===== src/rtl/apb_cmd_master_if.sv =====
// Command/response stream and APB bus signals between apb_cmd_master and its
// surroundings: the master modport is the initiator's view, slave the environment's.
interface apb_cmd_master_if #(
  parameter int ADDR_W = 32,
  parameter int DATA_W = 32
);
  logic              cmd_valid;
  logic              cmd_ready;
  logic              cmd_write;
  logic [ADDR_W-1:0] cmd_addr;
  logic [DATA_W-1:0] cmd_wdata;

  logic              rsp_valid;
  logic              rsp_ready;
  logic [DATA_W-1:0] rsp_rdata;
  logic              rsp_err;
  logic              rsp_timeout;

  logic              pSel;
  logic              pEnable;
  logic              pWrite;
  logic [ADDR_W-1:0] pAddr;
  logic [DATA_W-1:0] pWdata;
  logic [DATA_W-1:0] pReadData;
  logic              pReady;
  logic              pSlvErr;

  logic              busy;

  modport master (
    input  cmd_valid, cmd_write, cmd_addr, cmd_wdata,
    input  rsp_ready,
    input  pReadData, pReady, pSlvErr,
    output cmd_ready,
    output rsp_valid, rsp_rdata, rsp_err, rsp_timeout,
    output pSel, pEnable, pWrite, pAddr, pWdata,
    output busy
  );

  modport slave (
    output cmd_valid, cmd_write, cmd_addr, cmd_wdata,
    output rsp_ready,
    output pReadData, pReady, pSlvErr,
    input  cmd_ready,
    input  rsp_valid, rsp_rdata, rsp_err, rsp_timeout,
    input  pSel, pEnable, pWrite, pAddr, pWdata,
    input  busy
  );
endinterface


===== src/rtl/apb_cmd_master.sv =====
// APB initiator: one command at a time goes through SETUP/ACCESS, and the result
// comes back on a response stream. An ACCESS that never sees pReady is aborted.
module apb_cmd_master #(
  parameter int ADDR_W  = 32,
  parameter int DATA_W  = 32,
  parameter int TIMEOUT = 16
) (
  input  logic             pClk,
  input  logic             pReset,
  apb_cmd_master_if.master bus
);

  localparam int               CNT_W    = (TIMEOUT > 1) ? $clog2(TIMEOUT) : 1;
  localparam logic [CNT_W-1:0] CNT_LAST = CNT_W'(TIMEOUT - 1);

  typedef enum logic [1:0] {IDLE, SETUP, ACCESS, RESP} state_t;

  state_t            state, state_d;
  logic [CNT_W-1:0]  cnt, cnt_d;
  logic              cmd_ready_q, cmd_ready_d;
  logic              rsp_valid_q, rsp_valid_d;
  logic [DATA_W-1:0] rsp_rdata_q, rsp_rdata_d;
  logic              rsp_err_q, rsp_err_d;
  logic              rsp_timeout_q, rsp_timeout_d;
  logic              psel_q, psel_d;
  logic              penable_q, penable_d;
  logic              pwrite_q, pwrite_d;
  logic [ADDR_W-1:0] paddr_q, paddr_d;
  logic [DATA_W-1:0] pwdata_q, pwdata_d;
  logic              busy_q, busy_d;

  always_ff @(posedge pClk or negedge pReset) begin
    if (!pReset) begin
      state         <= IDLE;
      cnt           <= '0;
      cmd_ready_q   <= 1'b1;
      rsp_valid_q   <= 1'b0;
      rsp_rdata_q   <= '0;
      rsp_err_q     <= 1'b0;
      rsp_timeout_q <= 1'b0;
      psel_q        <= 1'b0;
      penable_q     <= 1'b0;
      pwrite_q      <= 1'b0;
      paddr_q       <= '0;
      pwdata_q      <= '0;
      busy_q        <= 1'b0;
    end else begin
      state         <= state_d;
      cnt           <= cnt_d;
      cmd_ready_q   <= cmd_ready_d;
      rsp_valid_q   <= rsp_valid_d;
      rsp_rdata_q   <= rsp_rdata_d;
      rsp_err_q     <= rsp_err_d;
      rsp_timeout_q <= rsp_timeout_d;
      psel_q        <= psel_d;
      penable_q     <= penable_d;
      pwrite_q      <= pwrite_d;
      paddr_q       <= paddr_d;
      pwdata_q      <= pwdata_d;
      busy_q        <= busy_d;
    end
  end

  // Every output is a register, so this block computes their next values;
  // bus address/data are only reloaded on accept and otherwise hold.
  always_comb begin
    state_d       = state;
    cnt_d         = cnt;
    cmd_ready_d   = cmd_ready_q;
    rsp_valid_d   = rsp_valid_q;
    rsp_rdata_d   = rsp_rdata_q;
    rsp_err_d     = rsp_err_q;
    rsp_timeout_d = rsp_timeout_q;
    psel_d        = psel_q;
    penable_d     = penable_q;
    pwrite_d      = pwrite_q;
    paddr_d       = paddr_q;
    pwdata_d      = pwdata_q;

    case (state)
      IDLE: begin
        if (bus.cmd_valid && cmd_ready_q) begin
          pwrite_d    = bus.cmd_write;
          paddr_d     = bus.cmd_addr;
          pwdata_d    = bus.cmd_wdata;
          psel_d      = 1'b1;
          penable_d   = 1'b0;
          cmd_ready_d = 1'b0;
          state_d     = SETUP;
        end
      end
      SETUP: begin
        penable_d = 1'b1;
        cnt_d     = '0;
        state_d   = ACCESS;
      end
      ACCESS: begin
        // A responder that answers on the final allowed cycle still wins over the abort.
        if (bus.pReady) begin
          rsp_rdata_d   = pwrite_q ? '0 : bus.pReadData;
          rsp_err_d     = bus.pSlvErr;
          rsp_timeout_d = 1'b0;
          psel_d        = 1'b0;
          penable_d     = 1'b0;
          rsp_valid_d   = 1'b1;
          state_d       = RESP;
        end else if (cnt == CNT_LAST) begin
          rsp_rdata_d   = '0;
          rsp_err_d     = 1'b1;
          rsp_timeout_d = 1'b1;
          psel_d        = 1'b0;
          penable_d     = 1'b0;
          rsp_valid_d   = 1'b1;
          state_d       = RESP;
        end else begin
          cnt_d = cnt + CNT_W'(1);
        end
      end
      RESP: begin
        if (bus.rsp_ready) begin
          rsp_valid_d = 1'b0;
          cmd_ready_d = 1'b1;
          state_d     = IDLE;
        end
      end
      default: state_d = IDLE;
    endcase

    busy_d = (state_d != IDLE);
  end

  assign bus.cmd_ready   = cmd_ready_q;
  assign bus.rsp_valid   = rsp_valid_q;
  assign bus.rsp_rdata   = rsp_rdata_q;
  assign bus.rsp_err     = rsp_err_q;
  assign bus.rsp_timeout = rsp_timeout_q;
  assign bus.pSel        = psel_q;
  assign bus.pEnable     = penable_q;
  assign bus.pWrite      = pwrite_q;
  assign bus.pAddr       = paddr_q;
  assign bus.pWdata      = pwdata_q;
  assign bus.busy        = busy_q;

endmodule


===== src/flat_wrapper.sv =====
// flat-port wrapper written by rule: the top's interface ports become plain ports
module apb_cmd_master_flat 
#(
  parameter int ADDR_W  = 32,
  parameter int DATA_W  = 32,
  parameter int TIMEOUT = 16
)
  (pClk, pReset, bus_cmd_valid, bus_cmd_write, bus_cmd_addr, bus_cmd_wdata, bus_rsp_ready, bus_pReadData, bus_pReady, bus_pSlvErr, bus_cmd_ready, bus_rsp_valid, bus_rsp_rdata, bus_rsp_err, bus_rsp_timeout, bus_pSel, bus_pEnable, bus_pWrite, bus_pAddr, bus_pWdata, bus_busy);
  apb_cmd_master_if #(.ADDR_W(ADDR_W), .DATA_W(DATA_W)) bus_i ();
  input  logic pClk;
  input  logic pReset;
  input wire logic [$bits(bus_i.cmd_valid)-1:0] bus_cmd_valid;
  input wire logic [$bits(bus_i.cmd_write)-1:0] bus_cmd_write;
  input wire logic [$bits(bus_i.cmd_addr)-1:0] bus_cmd_addr;
  input wire logic [$bits(bus_i.cmd_wdata)-1:0] bus_cmd_wdata;
  input wire logic [$bits(bus_i.rsp_ready)-1:0] bus_rsp_ready;
  input wire logic [$bits(bus_i.pReadData)-1:0] bus_pReadData;
  input wire logic [$bits(bus_i.pReady)-1:0] bus_pReady;
  input wire logic [$bits(bus_i.pSlvErr)-1:0] bus_pSlvErr;
  output wire logic [$bits(bus_i.cmd_ready)-1:0] bus_cmd_ready;
  output wire logic [$bits(bus_i.rsp_valid)-1:0] bus_rsp_valid;
  output wire logic [$bits(bus_i.rsp_rdata)-1:0] bus_rsp_rdata;
  output wire logic [$bits(bus_i.rsp_err)-1:0] bus_rsp_err;
  output wire logic [$bits(bus_i.rsp_timeout)-1:0] bus_rsp_timeout;
  output wire logic [$bits(bus_i.pSel)-1:0] bus_pSel;
  output wire logic [$bits(bus_i.pEnable)-1:0] bus_pEnable;
  output wire logic [$bits(bus_i.pWrite)-1:0] bus_pWrite;
  output wire logic [$bits(bus_i.pAddr)-1:0] bus_pAddr;
  output wire logic [$bits(bus_i.pWdata)-1:0] bus_pWdata;
  output wire logic [$bits(bus_i.busy)-1:0] bus_busy;
  assign bus_i.cmd_valid = bus_cmd_valid;
  assign bus_i.cmd_write = bus_cmd_write;
  assign bus_i.cmd_addr = bus_cmd_addr;
  assign bus_i.cmd_wdata = bus_cmd_wdata;
  assign bus_i.rsp_ready = bus_rsp_ready;
  assign bus_i.pReadData = bus_pReadData;
  assign bus_i.pReady = bus_pReady;
  assign bus_i.pSlvErr = bus_pSlvErr;
  assign bus_cmd_ready = bus_i.cmd_ready;
  assign bus_rsp_valid = bus_i.rsp_valid;
  assign bus_rsp_rdata = bus_i.rsp_rdata;
  assign bus_rsp_err = bus_i.rsp_err;
  assign bus_rsp_timeout = bus_i.rsp_timeout;
  assign bus_pSel = bus_i.pSel;
  assign bus_pEnable = bus_i.pEnable;
  assign bus_pWrite = bus_i.pWrite;
  assign bus_pAddr = bus_i.pAddr;
  assign bus_pWdata = bus_i.pWdata;
  assign bus_busy = bus_i.busy;
  apb_cmd_master #(.ADDR_W(ADDR_W), .DATA_W(DATA_W), .TIMEOUT(TIMEOUT)) u_core (.pClk(pClk), .pReset(pReset), .bus(bus_i));
endmodule

===== config.mk =====
export PLATFORM = sky130hd
export DESIGN_NAME = apb_cmd_master_flat
export DESIGN_NICKNAME = d
export VERILOG_FILES = /design/src/rtl/apb_cmd_master_if.sv /design/src/rtl/apb_cmd_master.sv /design/src/flat_wrapper.sv
export SDC_FILE = /design/constraint.sdc
export NUM_CORES = 1
export LEC_CHECK = 0
export ABC_AREA = 1
export CAP_MARGIN = 20
export CORE_MARGIN = 2
export CORE_UTILIZATION = 44
export CTS_CLUSTER_DIAMETER = 80
export DETAILED_ROUTE_END_ITERATION = 16
export GPL_ROUTABILITY_DRIVEN = 1
export PLACE_DENSITY = 0.95
export SYNTH_ARGS = -nofsm -noshare
export SYNTH_HDL_FRONTEND = slang
export SYNTH_SLANG_ARGS = --single-unit

===== constraint.sdc =====
create_clock -name pClk -period 3.6 [get_ports pClk]
set_input_delay 0.9 -clock pClk [delete_from_list [all_inputs] [get_ports pClk]]
set_output_delay 0.9 -clock pClk [all_outputs]
set_load 0.005 [all_outputs]

== Word level (Yosys, flattened, before mapping) ==
Index checks and enable logic that the tools add are counted.

* Output and inout port bits: 104
* Register bits: 110

* Eq/ne operators: 9
* Multiplexer cells: 25
* Add/sub/neg operators: 1
* Reductions and logical operators: 16

{| class="wikitable"
|+ Operators by type and width
! kind !! count
|-
| $mux 32 || 3
|-
| $reduce_and 3->1 || 5
|-
| $reduce_bool 2->1 || 6
|-
| $mux 1 || 10
|-
| $mux 2 || 4
|-
| $mux 4 || 2
|-
| $pmux 2 s4 || 1
|-
| $pmux 4 s2 || 1
|-
| $ne 2x2->1 const B || 3
|-
| $pmux 1 s2 || 3
|-
| $add 4x1->4 const B || 1
|-
| $eq 2x2->1 const B || 2
|-
| $eq 4x4->1 const B || 1
|-
| $reduce_and 2->1 || 2
|-
| $ne 3x2->1 const B || 1
|-
| $pmux 1 s3 || 1
|-
| $reduce_bool 3->1 || 1
|-
| $eq 2x1->1 const B || 1
|-
| $logic_not 2->1 || 1
|-
| $ne 2x1->1 const B || 1
|-
| $logic_and 1x1->1 || 1
|}

== Logic depth before layout (Yosys ltp) ==
* Depth after elaboration: 5
* Depth in mapped cells: 7

== Worst setup path before layout ==
OpenSTA, ideal clock, no wires.

* Path type: input port to flip-flop
* From: input bus_cmd_valid
* To: register u_core.paddr_q[0], in the netlist u_core.bus.pAddr[0]
* Setup slack: 1.861 ns
* Required time: 3.484 ns
* Path buffers: 2
* Stages: 7
* Data arrival time: 1.623 ns
* Path through: nand2_1 > nor3_4 > inv_2 > buf_2 > buf_4 > nand2_1 > nand2_1

* Word-level cells in the longest chain between the ends: 2

{| class="wikitable"
|+ RTL lines
! what !! line !! text
|-
| start, declared || flat_wrapper.sv:12 || <nowiki>input wire logic [$bits(bus_i.cmd_valid)-1:0] bus_cmd_valid;</nowiki>
|-
| $logic_and 1x1->1 || apb_cmd_master.sv:82 || <nowiki>if (bus.cmd_valid && cmd_ready_q) begin</nowiki>
|-
| $reduce_and 2->1 (no source line) || n/a ||
|-
| end signal, assigned || apb_cmd_master.sv:58 || <nowiki>paddr_q <= paddr_d;</nowiki>
|-
| end, declared || apb_cmd_master.sv:28 || <nowiki>logic [ADDR_W-1:0] paddr_q, paddr_d;</nowiki>
|}

Every way passes these cells.
A chain may end at the register's enable or synchronous reset.

== Worst setup path in the final report ==
* From: register u_core.cmd_ready_q, in the netlist u_core.bus.cmd_ready
* To: output bus_cmd_ready

{| class="wikitable"
|+ RTL lines
! what !! line !! text
|-
| start, declared || apb_cmd_master.sv:20 || <nowiki>logic cmd_ready_q, cmd_ready_d;</nowiki>
|-
| start signal, assigned || apb_cmd_master.sv:50 || <nowiki>cmd_ready_q <= cmd_ready_d;</nowiki>
|-
| end, declared || flat_wrapper.sv:20 || <nowiki>output wire logic [$bits(bus_i.cmd_ready)-1:0] bus_cmd_ready;</nowiki>
|}

No word-level cell between the ends.

==> impl_metrics.py <==
metrics = {
    "setup_path": {
        "worstSetupEndpointType": "output port",
        "crit_path_top_delay_cell": "sky130_fd_sc_hd__dfstp_2",
        "crit_path_max_incr_delay_ps": 560,
        "critical_path_start_type": "register",
        "worstRegToRegCells": 7,
        "crit_type": "register to output port",
        "timing.critical_path.max_delay_family": "flip-flops",
        "timing.critical_path.buf_inv": 1,
        "timing.critical_path.depth": 1,
        "cp_data_arrival_time_ps": 1440,
        "crit_chain": "clkdlybuf4s50_1",
        "crit_required_ps": 2700,
        "cp_max_fo": 3,
    },
    "floorplan": {
        "placement_rows": 36,
        "dieHeight_um": 102.7,
        "fp.dieArea_um2": 10550,
        "dieWidth_um": 102.7,
        "initial_core_util": 0.4469,
        "placeableCoreArea_um2": 9594,
        "io_pins": 207,
    },
    "finish": {
        "multiInputGateArea_um2": 1369,
        "fill_cells": 741,
        "fin_nets": 782,
        "mostFrequentLayoutCells": "273 x sky130_fd_sc_hd__nand2_1, 205 x sky130_fd_sc_hd__clkdlybuf4s50_1, 109 x sky130_fd_sc_hd__dfrtp_1",
        "layout.cells.non_filler": 816,
        "layout.cell_area.non_filler_um2": 6646,
        "syn_to_final_growth_pct": 55.00,
        "sequential_cell_area_um2": 2754,
        "insertedDiodeCount": 0,
        "most_common_cell_after_layout_fill_and_taps_aside": "sky130_fd_sc_hd__nand2_1",
        "drive_above_1_share": 0.03953,
        "final_core_util": 0.6927,
    },
    "timing": {
        "final_period_minus_worst_setup_slack_ps": 2338,
        "max_slew.worst_pin.slew_ps": 635.9,
        "rsz0062_at_grt": "no",
        "report.final.setup_viol": 0,
        "drv_slew": 0,
        "timing.final.crit_share": 0.6495,
        "fmaxAchievable_mhz": 427.7,
        "finClkSkew_ps": 10.40,
        "timing_hold_violations_final": 0,
        "timing.setup.tns_ps": 0,
        "max_slew_margin": 0.5761,
    },
    "min_path": {
        "holdCritPathClass": "register to register",
        "worst_hold_path.num_cells": 2,
    },
    "clock_network": {
        "cts_repair_resize_count": 0,
        "clkSlewWorstSetupHoldPaths_ps": 100,
        "cts_tree": "yes",
        "tritoncts.num_buffers": 9,
        "clockRootBuffer": "sky130_fd_sc_hd__clkbuf_8",
        "htree_levels": 3,
        "setup_buffers_after_cts": 0,
        "insertion_delay_ps": 360,
        "numClockSinks": 110,
        "ctsLongestPathBuffers": 2,
        "postCtsHoldBufs": 0,
    },
    "global_routing": {
        "first_global_vias": 3728,
        "grt_use_total": 0.2090,
        "grt_start_max_net_pins": 69,
        "antenna_violations_before_repair": 0,
        "grt_first_pass_wirelength_um": 17070,
        "grt_remaining_overflow": 0,
    },
    "power_and_ir_drop": {
        "power_frac_clock": 0.150,
        "share_of_total_power_in_sequential_cells": 0.425,
        "static-leakage-power_nw": 3.150,
        "power_switching_w": 0.001621,
        "power_density_nw_per_um2": 759.0,
        "internal_power_component_w": 0.003423,
        "ir_worst_vdd_mv": 0.3830,
        "power.switching_fraction": 0.3214,
        "combinationalPowerShare": 0.425,
    },
    "detailed_routing": {
        "first_iter_violations": 184,
        "count_of_nets_left_with_antenna_violations_after_detail_routing": 0,
        "drcViolationCount": 0,
        "wire_per_inst_um": 13.96,
        "finalWirelength_um": 11390,
        "drt-pass1-iter-count": 4,
        "via_per_inst": 4.711,
        "vias": 3844,
    },
    "outcome": {
        "outcome": "finished clean",
    },
    "logic_synthesis": {
        "yosys.cell_types.count": 20,
        "syn-num-nets": 584,
        "synthCells": 480,
        "yosys_warnings": 0,
        "netlist_area_um2": 4288,
        "synth-seq-area-share": 0.6423,
        "number_of_storage_elements_in_the_synthesis_netlist": 110,
        "synthesis.area_per_instance_um2": 8.933,
    },
    "placed_design": {
        "dp.final_hpwl_um": 8514,
        "place.port_buffers": 206,
        "dpl-instance-area_um2": 6436,
        "place_congestion": 0.7374,
        "placedCellCount": 800,
    },
    "flow_run": {
        "cap_viol_max_count": 0,
    },
}
[logic make-up after synthesis]
logic type	synth area share
and+or+nand+nor	0.2635
DFF	0.6423
AOI/OAI and AO/OA	0.05019
buffers and inverters	0.03910
xor gates and xnor gates	0.002043
adders and majority gates	0.002918
[worst register-to-register path: stages (launching register included)]
cell                      delay [ps]
sky130_fd_sc_hd__dfrtp_1         430
sky130_fd_sc_hd__ha_1            250
sky130_fd_sc_hd__nand3_1         110
sky130_fd_sc_hd__nand2_1          70
sky130_fd_sc_hd__nand2_2         100
sky130_fd_sc_hd__buf_4           470
sky130_fd_sc_hd__nand2_1         150
sky130_fd_sc_hd__o21ai_0         130
[layout make-up]
class                   count  area share
well taps                 133     0.02504
repair buffers            211      0.3174
multi-input cells         336      0.2059
clock buffers              12     0.02334
inverters                  10    0.005648
flip-flops and latches    110      0.4143
clock inverters             4    0.008283
[layer usage]
metal  vias to the layer above  GRT usage  routed length [um]
met4                         0     0.1036                 339
met1                      1762     0.2497                4553
li1                       1873          -                   -
met2                       176     0.3519                5585
met5                         -          0                   0
met3                        33    0.05356                 913
[state kept, by name, indices dropped and copies added, names as in the netlist]
signal / count
u_core.bus.busy: 1
u_core.bus.rsp_valid: 1
u_core.bus.rsp_timeout: 1
u_core.bus.pWdata: 32
u_core.bus.pAddr: 32
u_core.bus.rsp_err: 1
u_core.bus.pSel: 1
u_core.state: 2
u_core.bus.pWrite: 1
u_core.bus.pEnable: 1
u_core.cnt: 4
u_core.bus.rsp_rdata: 32
u_core.bus.cmd_ready: 1
[power groups by stage]
stage / registers, W / logic (W) / clock network (W)
floorplan: 0.00217 / 0.000706 / 0
global placement: 0.00213 / 0.00206 / 0
detailed placement: 0.00216 / 0.00216 / 0
CTS: 0.00215 / 0.00217 / 0.000779
global route: 0.00222 / 0.00237 / 0.000825
finish: 0.00215 / 0.00214 / 0.000757
[path summary, 6_finish.rpt]
path                                       from                       end  slack [ps]
min in group asynchronous                pReset   u_core.bus.rsp_rdata[8]         550
setup reg to reg                  u_core.cnt[0]  u_core.bus.rsp_rdata[16]        1800
max in group asynchronous                pReset      u_core.bus.cmd_ready        2250
hold reg to reg            u_core.bus.pAddr[16]      u_core.bus.pAddr[16]         480
hold / removal             u_core.bus.pAddr[16]      u_core.bus.pAddr[16]         480
setup / recovery           u_core.bus.cmd_ready             bus_cmd_ready        1260
[synth_stat cells, drive strengths merged]
cell type,count,area share
nor2,7,0.0079
xnor2,1,0.0020
nand4,1,0.0015
o21ai,40,0.047
dfrtp,109,0.64
nand3b,1,0.0018
clkbuf,8,0.0070
a21oi,3,0.0035
ha,1,0.0029
dfstp,1,0.0061
nand3,7,0.0082
buf,16,0.023
nand2,274,0.24
nor3,1,0.0038
inv,10,0.0088
[per-stage QoR]
step                hold slack [ps]  worst slack, ps  total power, W
detailed placement            458.2             1022        0.004326
floorplan                     465.4             1861        0.002878
global route                  502.4             1188        0.005410
finish                        478.0             1262        0.005044
CTS                           481.7             1228        0.005097
global placement              453.3             1092        0.004191
Note: power is estimated with default switching activity, not from simulation.
